<file path="src/rtl/iter_alu.sv">
// Registered ALU with an iterative signed/unsigned multiply/divide unit producing HI/LO results.
// Latency: single-cycle ops 1 edge; MULT/MULTU/DIV/DIVU WIDTH+2 edges (start edge included).
// Backpressure: start accepted only while busy=0 (IDLE or DONE); starts while busy are dropped, never queued.
// Ports: clk, reset (async active-high), start/op/a/b issue, busy, done pulse, y (LO), hi, zero, divzero.
module iter_alu #(
    parameter int WIDTH = 32
) (
    input  logic             clk,
    input  logic             reset,
    input  logic             start,
    input  logic [3:0]       op,
    input  logic [WIDTH-1:0] a,
    input  logic [WIDTH-1:0] b,
    output logic             busy,
    output logic             done,
    output logic [WIDTH-1:0] y,
    output logic [WIDTH-1:0] hi,
    output logic             zero,
    output logic             divzero
);
    localparam int CW = $clog2(WIDTH);

    typedef enum logic [1:0] {IDLE, RUN, FIX, DONE} state_t;

    state_t           state;
    logic [CW-1:0]    cnt;
    logic             is_div;
    logic             b_zero;
    logic             neg_q;   // quotient / product must be negated in FIX
    logic             neg_r;   // remainder takes the sign of a
    logic [WIDTH-1:0] mb;      // multiplicand / divisor magnitude
    logic [WIDTH-1:0] ph;      // product high half / partial remainder
    logic [WIDTH-1:0] pl;      // multiplier -> product low half / dividend -> quotient

    // Single-cycle datapath
    logic [WIDTH-1:0] sum, diff, sc_y;
    logic             slt;

    always_comb begin
        sum  = a + b;
        diff = a - b;
        // Sign of a-b, flipped when the subtraction overflowed
        slt  = diff[WIDTH-1] ^ ((a[WIDTH-1] ^ b[WIDTH-1]) & (diff[WIDTH-1] ^ a[WIDTH-1]));
        case (op)
            4'b0000: sc_y = a & b;
            4'b0001: sc_y = a | b;
            4'b0010: sc_y = sum;
            4'b0110: sc_y = diff;
            4'b0111: sc_y = {{(WIDTH-1){1'b0}}, slt};
            default: sc_y = '0;
        endcase
    end

    // Operand capture for the iterative unit; op[0]=0 selects the signed variant
    logic             is_md, neg_a_in, neg_b_in;
    logic [WIDTH-1:0] mag_a, mag_b;

    always_comb begin
        is_md    = (op[3:2] == 2'b10);
        neg_a_in = ~op[0] & a[WIDTH-1];
        neg_b_in = ~op[0] & b[WIDTH-1];
        mag_a    = neg_a_in ? -a : a;
        mag_b    = neg_b_in ? -b : b;
    end

    // One iteration step of each algorithm
    logic [WIDTH:0]   madd;
    logic [WIDTH:0]   dshift;
    logic [WIDTH-1:0] dsub;
    logic             dge;

    always_comb begin
        madd   = {1'b0, ph} + (pl[0] ? {1'b0, mb} : '0);
        dshift = {ph, pl[WIDTH-1]};
        dge    = (dshift >= {1'b0, mb});
        // When dge holds the true difference is < mb, so the low WIDTH bits are exact
        dsub   = dshift[WIDTH-1:0] - mb;
    end

    // Sign correction applied in FIX
    logic [2*WIDTH-1:0] prod_fix;
    logic [WIDTH-1:0]   q_fix, r_fix, fix_y, fix_hi;

    always_comb begin
        prod_fix = neg_q ? -{ph, pl} : {ph, pl};
        // Divide by zero: the quotient bits are all ones already, but force them in case
        // a signed op asked for negation; ph holds |a| so the sign fix restores a itself.
        q_fix    = b_zero ? '1 : (neg_q ? -pl : pl);
        r_fix    = neg_r ? -ph : ph;
        fix_y    = is_div ? q_fix : prod_fix[WIDTH-1:0];
        fix_hi   = is_div ? r_fix : prod_fix[2*WIDTH-1:WIDTH];
    end

    always_ff @(posedge clk or posedge reset) begin
        if (reset) begin
            state   <= IDLE;
            cnt     <= '0;
            is_div  <= 1'b0;
            b_zero  <= 1'b0;
            neg_q   <= 1'b0;
            neg_r   <= 1'b0;
            mb      <= '0;
            ph      <= '0;
            pl      <= '0;
            busy    <= 1'b0;
            done    <= 1'b0;
            y       <= '0;
            hi      <= '0;
            zero    <= 1'b0;
            divzero <= 1'b0;
        end else begin
            done <= 1'b0;
            case (state)
                IDLE, DONE: begin
                    state <= IDLE;
                    if (start) begin
                        if (is_md) begin
                            state  <= RUN;
                            busy   <= 1'b1;
                            cnt    <= '0;
                            is_div <= op[1];
                            b_zero <= (b == '0);
                            neg_q  <= neg_a_in ^ neg_b_in;
                            neg_r  <= neg_a_in;
                            mb     <= mag_b;
                            ph     <= '0;
                            pl     <= mag_a;
                        end else begin
                            state   <= DONE;
                            done    <= 1'b1;
                            y       <= sc_y;
                            hi      <= '0;
                            zero    <= (sc_y == '0);
                            divzero <= 1'b0;
                        end
                    end
                end
                RUN: begin
                    if (is_div) begin
                        ph <= dge ? dsub : dshift[WIDTH-1:0];
                        pl <= {pl[WIDTH-2:0], dge};
                    end else begin
                        ph <= madd[WIDTH:1];
                        pl <= {madd[0], pl[WIDTH-1:1]};
                    end
                    cnt <= cnt + CW'(1);
                    if (cnt == CW'(WIDTH - 1)) state <= FIX;
                end
                FIX: begin
                    state   <= DONE;
                    busy    <= 1'b0;
                    done    <= 1'b1;
                    y       <= fix_y;
                    hi      <= fix_hi;
                    zero    <= (fix_y == '0);
                    divzero <= is_div & b_zero;
                end
                default: state <= IDLE;
            endcase
        end
    end
endmodule

</file>
<file path="config.mk">
export PLATFORM = sky130hd
export DESIGN_NAME = iter_alu
export DESIGN_NICKNAME = d
export VERILOG_FILES = /design/src/rtl/iter_alu.sv
export SDC_FILE = /design/constraint.sdc
export NUM_CORES = 1
export LEC_CHECK = 0
export CAP_MARGIN = 40
export CORE_MARGIN = 2
export CORE_UTILIZATION = 42
export DETAILED_ROUTE_END_ITERATION = 12
export PLACE_DENSITY = 0.63
export SLEW_MARGIN = 20
export SYNTH_ARGS = -nofsm -noshare
export SYNTH_HDL_FRONTEND = slang
export SYNTH_SLANG_ARGS = --single-unit
</file>
<file path="constraint.sdc">
create_clock -name clk -period 15 [get_ports clk]
set_input_delay 1.5 -clock clk [delete_from_list [all_inputs] [get_ports clk]]
set_output_delay 1.5 -clock clk [all_outputs]
set_load 0.05 [all_outputs]
</file>
==> impl_results.md, run 1 <==
- Cell Area, Placed: 21000 um^2
- Crit path required time: 15370 ps
- Post-CTS Setup Repair Bufs: 0
- Vias per std cell: 5.98
- Via count: 19081
- Synth area leader: dfrtp_1
- Post-synth EDFFs: 0
- Power per cell area: 204 nW/um^2
- Post-synth top area share: 0.229
- Setup_tns: 0 ps
- Yosys Warn Count: 0
- Final hold vios: 0
- P_leak: 9.75 nW
- DRT antenna net count: 0
- Critical-path top delay cell: clkdlybuf4s50_1
- Skew-Pair Late Insertion Delay: 470 ps
- DIE AREA: 47200 um^2
- CTS tree: yes
- Final setup viols: 0
- Cell Area, Synth: 19100 um^2
- Sequential cell area: 4380 um^2
- Die X: 217 um
- Status: finished, final reports clean
- # rows: 78
- Post-cts sizing count: 0
- Crit share post-route: 0.495
- Max Fanout on Critical Path: 10
- Startpoint Class: primary input
- Slew @ Worst Pin: 876 ps
- Placed insts: 3156
- Max Cap Violations: 0
- Wire per inst: 20.9 um
- Post-route DRC: 0
- Worst hold path class: register to register
- Synthesis-to-finish area growth: 13.2%
- Final min period: 7430 ps
- Layout fillers: 4536
- Final Skew: 20.4 ps
- Post-synth top cells: 307 x nand2_1, 251 x o21ai_0, 192 x nor2_1
- Crit-path most repeated cell: nor4_1
- Register bit total from synthesis: 175
- CP max stage delay: 650 ps
- Net Sw Frac: 0.532
- Clock Path Buffers: 2
- Internal power: 2.06 mW
- Drt total wl: 66600 um
- Gpl congestion: 0.973
- DRT Pass-1 Iters: 6
- Final Util: 0.479
- Largest net degree at the start of global routing: 75
- Top post-synthesis cells by area: dfrtp_1 23%, ha_1 11%, o21ai_0 6.6%
- Count leader, synth: nand2_1
- Hold path depth: 2
- Sw power: 2.35 mW
- Fin area: 21600 um^2
- Highest clock rate: 135 MHz
- Crit. End Element: register
- Number of global-route vias before repair: 18044
- Power consumption: 4.41 mW
- RSZ-0062 raised after global routing: no
- Initial Util: 0.423
- Critical-path cell list: clkdlybuf4s50_1, inv_1, ha_1, or4_1, a21oi_1, o21ba_2, o21ai_1, a21boi_0, or3_1, a21oi_1, nor2_1, nor2_1, o21ba_2, fa_1, a31oi_1, o32ai_1, nor4_1, o221ai_1, nor4_1, o2111ai_1, nor4_1, nand4_1, or4_1, o31ai_2
- Flop pwr share: 0.205
- Mean post-synth cell area: 7.53 um^2
- Ports: 139
- Kind of critical path: primary input to register
- Syn Inst Count: 2535
- Async S/R FF share, synth: 1.00
- Sequential-to-total area share from yosys stat: 0.229
- CTS Sinks: 175
- Slew Viols, Final: 0
- Fraction of layout cells with a size suffix above 1: 0.0459
- Netlist cell types: 84
- Max VDD drop: 117 uV
- CTS Buf Count: 17
- Worst Path Buf+Inv: 2
- IO buf count: 138
- Core ar.: 45100 um^2
- Multi-input gate area in the final layout: 13500 um^2
- Critical path arrival: 7800 ps
- # H-tree levels: 4
- Cts hold-fix bufs: 0
- CTS Root Cell: clkbuf_16
- Overall Global Routing Usage: 0.280
- Max-slew headroom: 0.412
- Ys flop type: dfrtp_1
- Initial DRC count: 1923
- Initial antenna violation count: 1
- Clk slew on worst S/H paths: 80 ps
- First-pass GRT wire length: 103000 um
- DP Wirelength: 53100 um
- Clk pwr share: 0.107
- Fin cells: 3191
- R2r worst-path depth: 12
- Kind of cell adding the most delay to the critical path: simple AND/OR/NAND/NOR gates
- Final #Nets: 2826
- GR Overflow Total: 0
- Chip height: 217 um
- Syn nets: 2784
- Comb pwr share: 0.687
- Crit path depth: 24
kinds of logic after synthesis:
logic type | share of synthesized area
AO/OA/AOI/OAI | 0.267
XOR/XNOR | 0.0876
adder cells (fa/ha/maj) | 0.119
buffers and inverters | 0.0630
flip-flops | 0.229
multiplexers | 0.0404
AND/OR/NAND/NOR | 0.194
layer usage:
layer  part of all wire  global-route usage  vias to the layer above
met2               0.46               0.463                      727
met4              0.040               0.116                        0
met5                  0                   0                        -
met3              0.067              0.0354                      115
met1               0.43               0.368                     9109
li1                   -                   -                     9130
state kept, by name, summed over array words and instances (netlist names):
name and cells:
neg_r 1, pl 32, hi 32, busy 1, y 32, mb 32, b_zero 1, is_div 1
neg_q 1, ph 32, zero 1, done 1, divzero 1, cnt 5, state 2
through the flow:
| step | hold WS (ps) | setup WS [ps] |
|---|---|---|
| 2_1_floorplan | 445 | 8750 |
| 3_3_place_gp | 456 | 7310 |
| 3_5_place_dp | 471 | 7150 |
| 4_1_cts | 491 | 7620 |
| 5_1_grt | 506 | 7250 |
| 6_report | 482 | 7570 |
worst register-to-register path, cell delays in order (launching register included):
cell and delay, ps:
dfrtp_1 460, inv_1 340, ha_1 230, nand2b_1 100
or3b_1 480, or3_1 380, or3_1 510, nor2b_1 430
nor2_1 270, a21oi_1 360, o21ai_0 190, xnor2_1 190
o21ai_0 90
power by group through the flow:
stage / registers [mW] / clock network (mW) / logic (mW)
floorplan: 1.04 / 0 / 2.02
global placement: 0.904 / 0 / 2.93
detailed placement: 0.911 / 0 / 2.99
CTS: 0.902 / 0.483 / 3.00
global route: 0.933 / 0.502 / 3.32
finish: 0.906 / 0.474 / 3.03
cells in the final DEF (no fill, tap or decap), types with 30 or more instances in the layout:
master / n
nor3_1: 61
inv_1: 166
nand3_1: 60
nand2_1: 307
a21oi_1: 165
o21ai_0: 251
ha_1: 172
nor2_1: 189
xor2_1: 59
clkdlybuf4s50_1: 136
a31oi_1: 34
dfrtp_1: 174
a211oi_1: 30
mux2i_1: 67
a21o_1: 52
xnor2_1: 132
final cells by class:
| type | instances | area share |
|---|---|---|
| Clock inverter | 15 | 0.00932 |
| Tap cell | 600 | 0.0347 |
| Sequential cell | 175 | 0.203 |
| Inverter | 169 | 0.0296 |
| Clock buffer | 17 | 0.0197 |
| Timing Repair Buffer | 170 | 0.0768 |
| Antenna cell | 1 | 0.000116 |
| Multi-Input combinational cell | 2044 | 0.627 |
path summary, 6_finish.rpt:
check	startpoint	to	slack, ps
hold / removal	hi[11]	hi[11]	480
hold reg to reg	hi[11]	hi[11]	480
min in group asynchronous	reset	hi[1]	1470
setup / recovery	a[7]	zero	7570
setup reg to reg	pl[0]	hi[20]	10840
max in group asynchronous	reset	mb[25]	11660
(Power assumes the default switching activity.)
==> run 2, diff against run 1 <==
clock period = 7.3 ns   (was 15 ns; I/O delays follow)
==> run 2 against run 1 <==
  * Global-route usage is 0.25 points higher
  * Final cell count is 0.13% higher
  * Sequential power is 110% higher
  * Combinational power is 110% higher
  * Sequential share of layout area hardly changed
  * Total power is 100% higher
  * Design area hardly changed
  * Die area stayed put
  * Highest routed layer is now met5
  * Clock-buffer cell count is 2 higher
  * Worst setup slack worse by 6800 ps
  * Via count is 0.13% lower
  * Routed wire length is 1.5% higher
==> impl_results.md, run 2 (same netlist as run 1, synthesis figures left out) <==
- Die X: 217 um
- Placed insts: 3161
- Max-slew headroom: 0.399
- Initial Util: 0.423
- GR Overflow Total: 0
- Final Skew: 17.7 ps
- Final setup viols: 0
- Layout fillers: 4559
- Initial DRC count: 1651
- Vias per std cell: 5.96
- Overall Global Routing Usage: 0.282
- Hold_sp: hi[20]
- Crit share post-route: 0.892
- Global Route met1 Usage: 0.373
- Final hold vios: 0
- Cts hold-fix bufs: 0
- Clock Path Buffers: 2
- RSZ-0062 raised after global routing: no
- Largest net degree at the start of global routing: 89
- Worst hold path class: register to register
- R2r worst-path depth: 16
- Highest clock rate: 154 MHz
- Most frequent cells in the layout: 307 x nand2_1, 251 x o21ai_0, 189 x nor2_1, 174 x dfrtp_1, 172 x ha_1
- Met3 usage: 0.0354
- Initial antenna violation count: 3
- P_leak: 9.77 nW
- R2R Path End: ph[28]
- Busiest grt layer: met2
- Power per cell area: 418 nW/um^2
- CTS Buf Count: 17
- Post-CTS Setup Repair Bufs: 0
- First-pass GRT wire length: 104000 um
- Setup_tns: 0 ps
- Critical Path Source: a[6]
- Fin cells: 3195
- Gpl congestion: 1.00
- Max VDD drop: 229 uV
- Commonest non-fill, non-tap cell in the layout: nand2_1
- Skew-Pair Late Insertion Delay: 460 ps
- DRT Pass-1 Iters: 8
- Via count: 19057
- Crit path required time: 7680 ps
- # H-tree levels: 4
- Status: finished, final reports clean
- Max Fanout on Critical Path: 7
- DP Wirelength: 53900 um
- Synthesis-to-finish area growth: 13.3%
- Chip height: 217 um
- Worst setup endpoint: zero
- # rows: 78
- Slew Viols, Final: 0
- DRT antenna net count: 0
- Fraction of layout cells with a size suffix above 1: 0.0474
- Ports: 139
- Post-route DRC: 0
- Sequential cell area: 4380 um^2
- Wire per inst: 21.2 um
- Diodes inserted: 0
- Crit. End Element: register
- Drt total wl: 67700 um
- Final #Nets: 2831
- Critical path arrival: 6890 ps
- RR Startpoint: pl[0]
- M2 GR Usage: 0.467
- Post-cts sizing count: 0
- Max Cap Violations: 0
- Slew @ Worst Pin: 897 ps
- CTS tree: yes
- CTS Sinks: 175
- IO buf count: 138
- Final min period: 6510 ps
- Number of global-route vias before repair: 18116
- DIE AREA: 47200 um^2
- Multi-input gate area in the final layout: 13500 um^2
- Kind of critical path: primary input to register
- Core ar.: 45100 um^2
- R2R Setup Slk: 3120 ps
- Startpoint Class: primary input
- CTS Root Cell: clkbuf_16
- Clk slew on worst S/H paths: 80 ps
==> run 2: cell types whose count changed in the layout (fill, tap and decap cells not counted), moves of 2 or more <==
cell,change
inv_6,+4
buf_4,+4
inv_12,-2
inv_8,-2
==> run 2: per-stage QoR <==
step                instance area (um^2)  hold WS, ps  utilization  power, mW  setup WS [ps]
global route                       21600          508        0.480       9.72            453
global placement                   20900          456        0.463       7.89            538
detailed placement                 21000          470        0.466       8.05            409
floorplan                          19100          445            -       6.30           1820
finish                             21600          479        0.480       9.03            792
CTS                                21600          485        0.479       8.98            880
==> run 2: where the power goes <==
part | switching, mW | total, mW | leakage (nW) | internal [mW]
combinational | 3.87 | 6.26 | 7.25 | 2.38
clock | 0.449 | 0.912 | 0.285 | 0.464
sequential | 0.497 | 1.86 | 2.24 | 1.37
==> run 2: area by class of cell <==
| cell class | instances | share of cell area |
|---|---|---|
| Clock buffer | 19 | 0.0205 |
| Clock inverter | 13 | 0.00613 |
| Inverter | 169 | 0.0296 |
| Multi-Input combinational cell | 2044 | 0.627 |
| Sequential cell | 175 | 0.203 |
| Tap cell | 600 | 0.0347 |
| Timing Repair Buffer | 175 | 0.0800 |
==> run 2: critical path, cell delays in order <==
cell and delay [ps]:
clkdlybuf4s50_1 620, inv_1 130, ha_1 330, or4_1 570, a21oi_1 330, o21ba_2 200, o21ai_1 140, a21boi_0 250
or3_1 160, a21oi_1 60, nor2_1 90, nor2_1 50, o21ba_2 200, fa_1 450, a31oi_1 190, o32ai_1 110
nor4_1 290, o221ai_1 160, nor4_1 310, o2111ai_1 200, nor4_1 470, nand4_1 130, or4_1 550, o31ai_2 180
==> run 2: worst min-delay path by stage <==
stage	end	depth (start not counted)
after floorplan	cnt[4]	2
after global placement	cnt[4]	2
after detailed placement	hi[31]	2
after CTS	hi[31]	2
after global routing	mb[9]	2
final	hi[20]	2
==> run 2: per-layer routing <==
layer	wire length, um	part of all wire
met5	10	0.00015
met4	2580	0.038
met3	4180	0.062
met2	31300	0.46
met1	29600	0.44
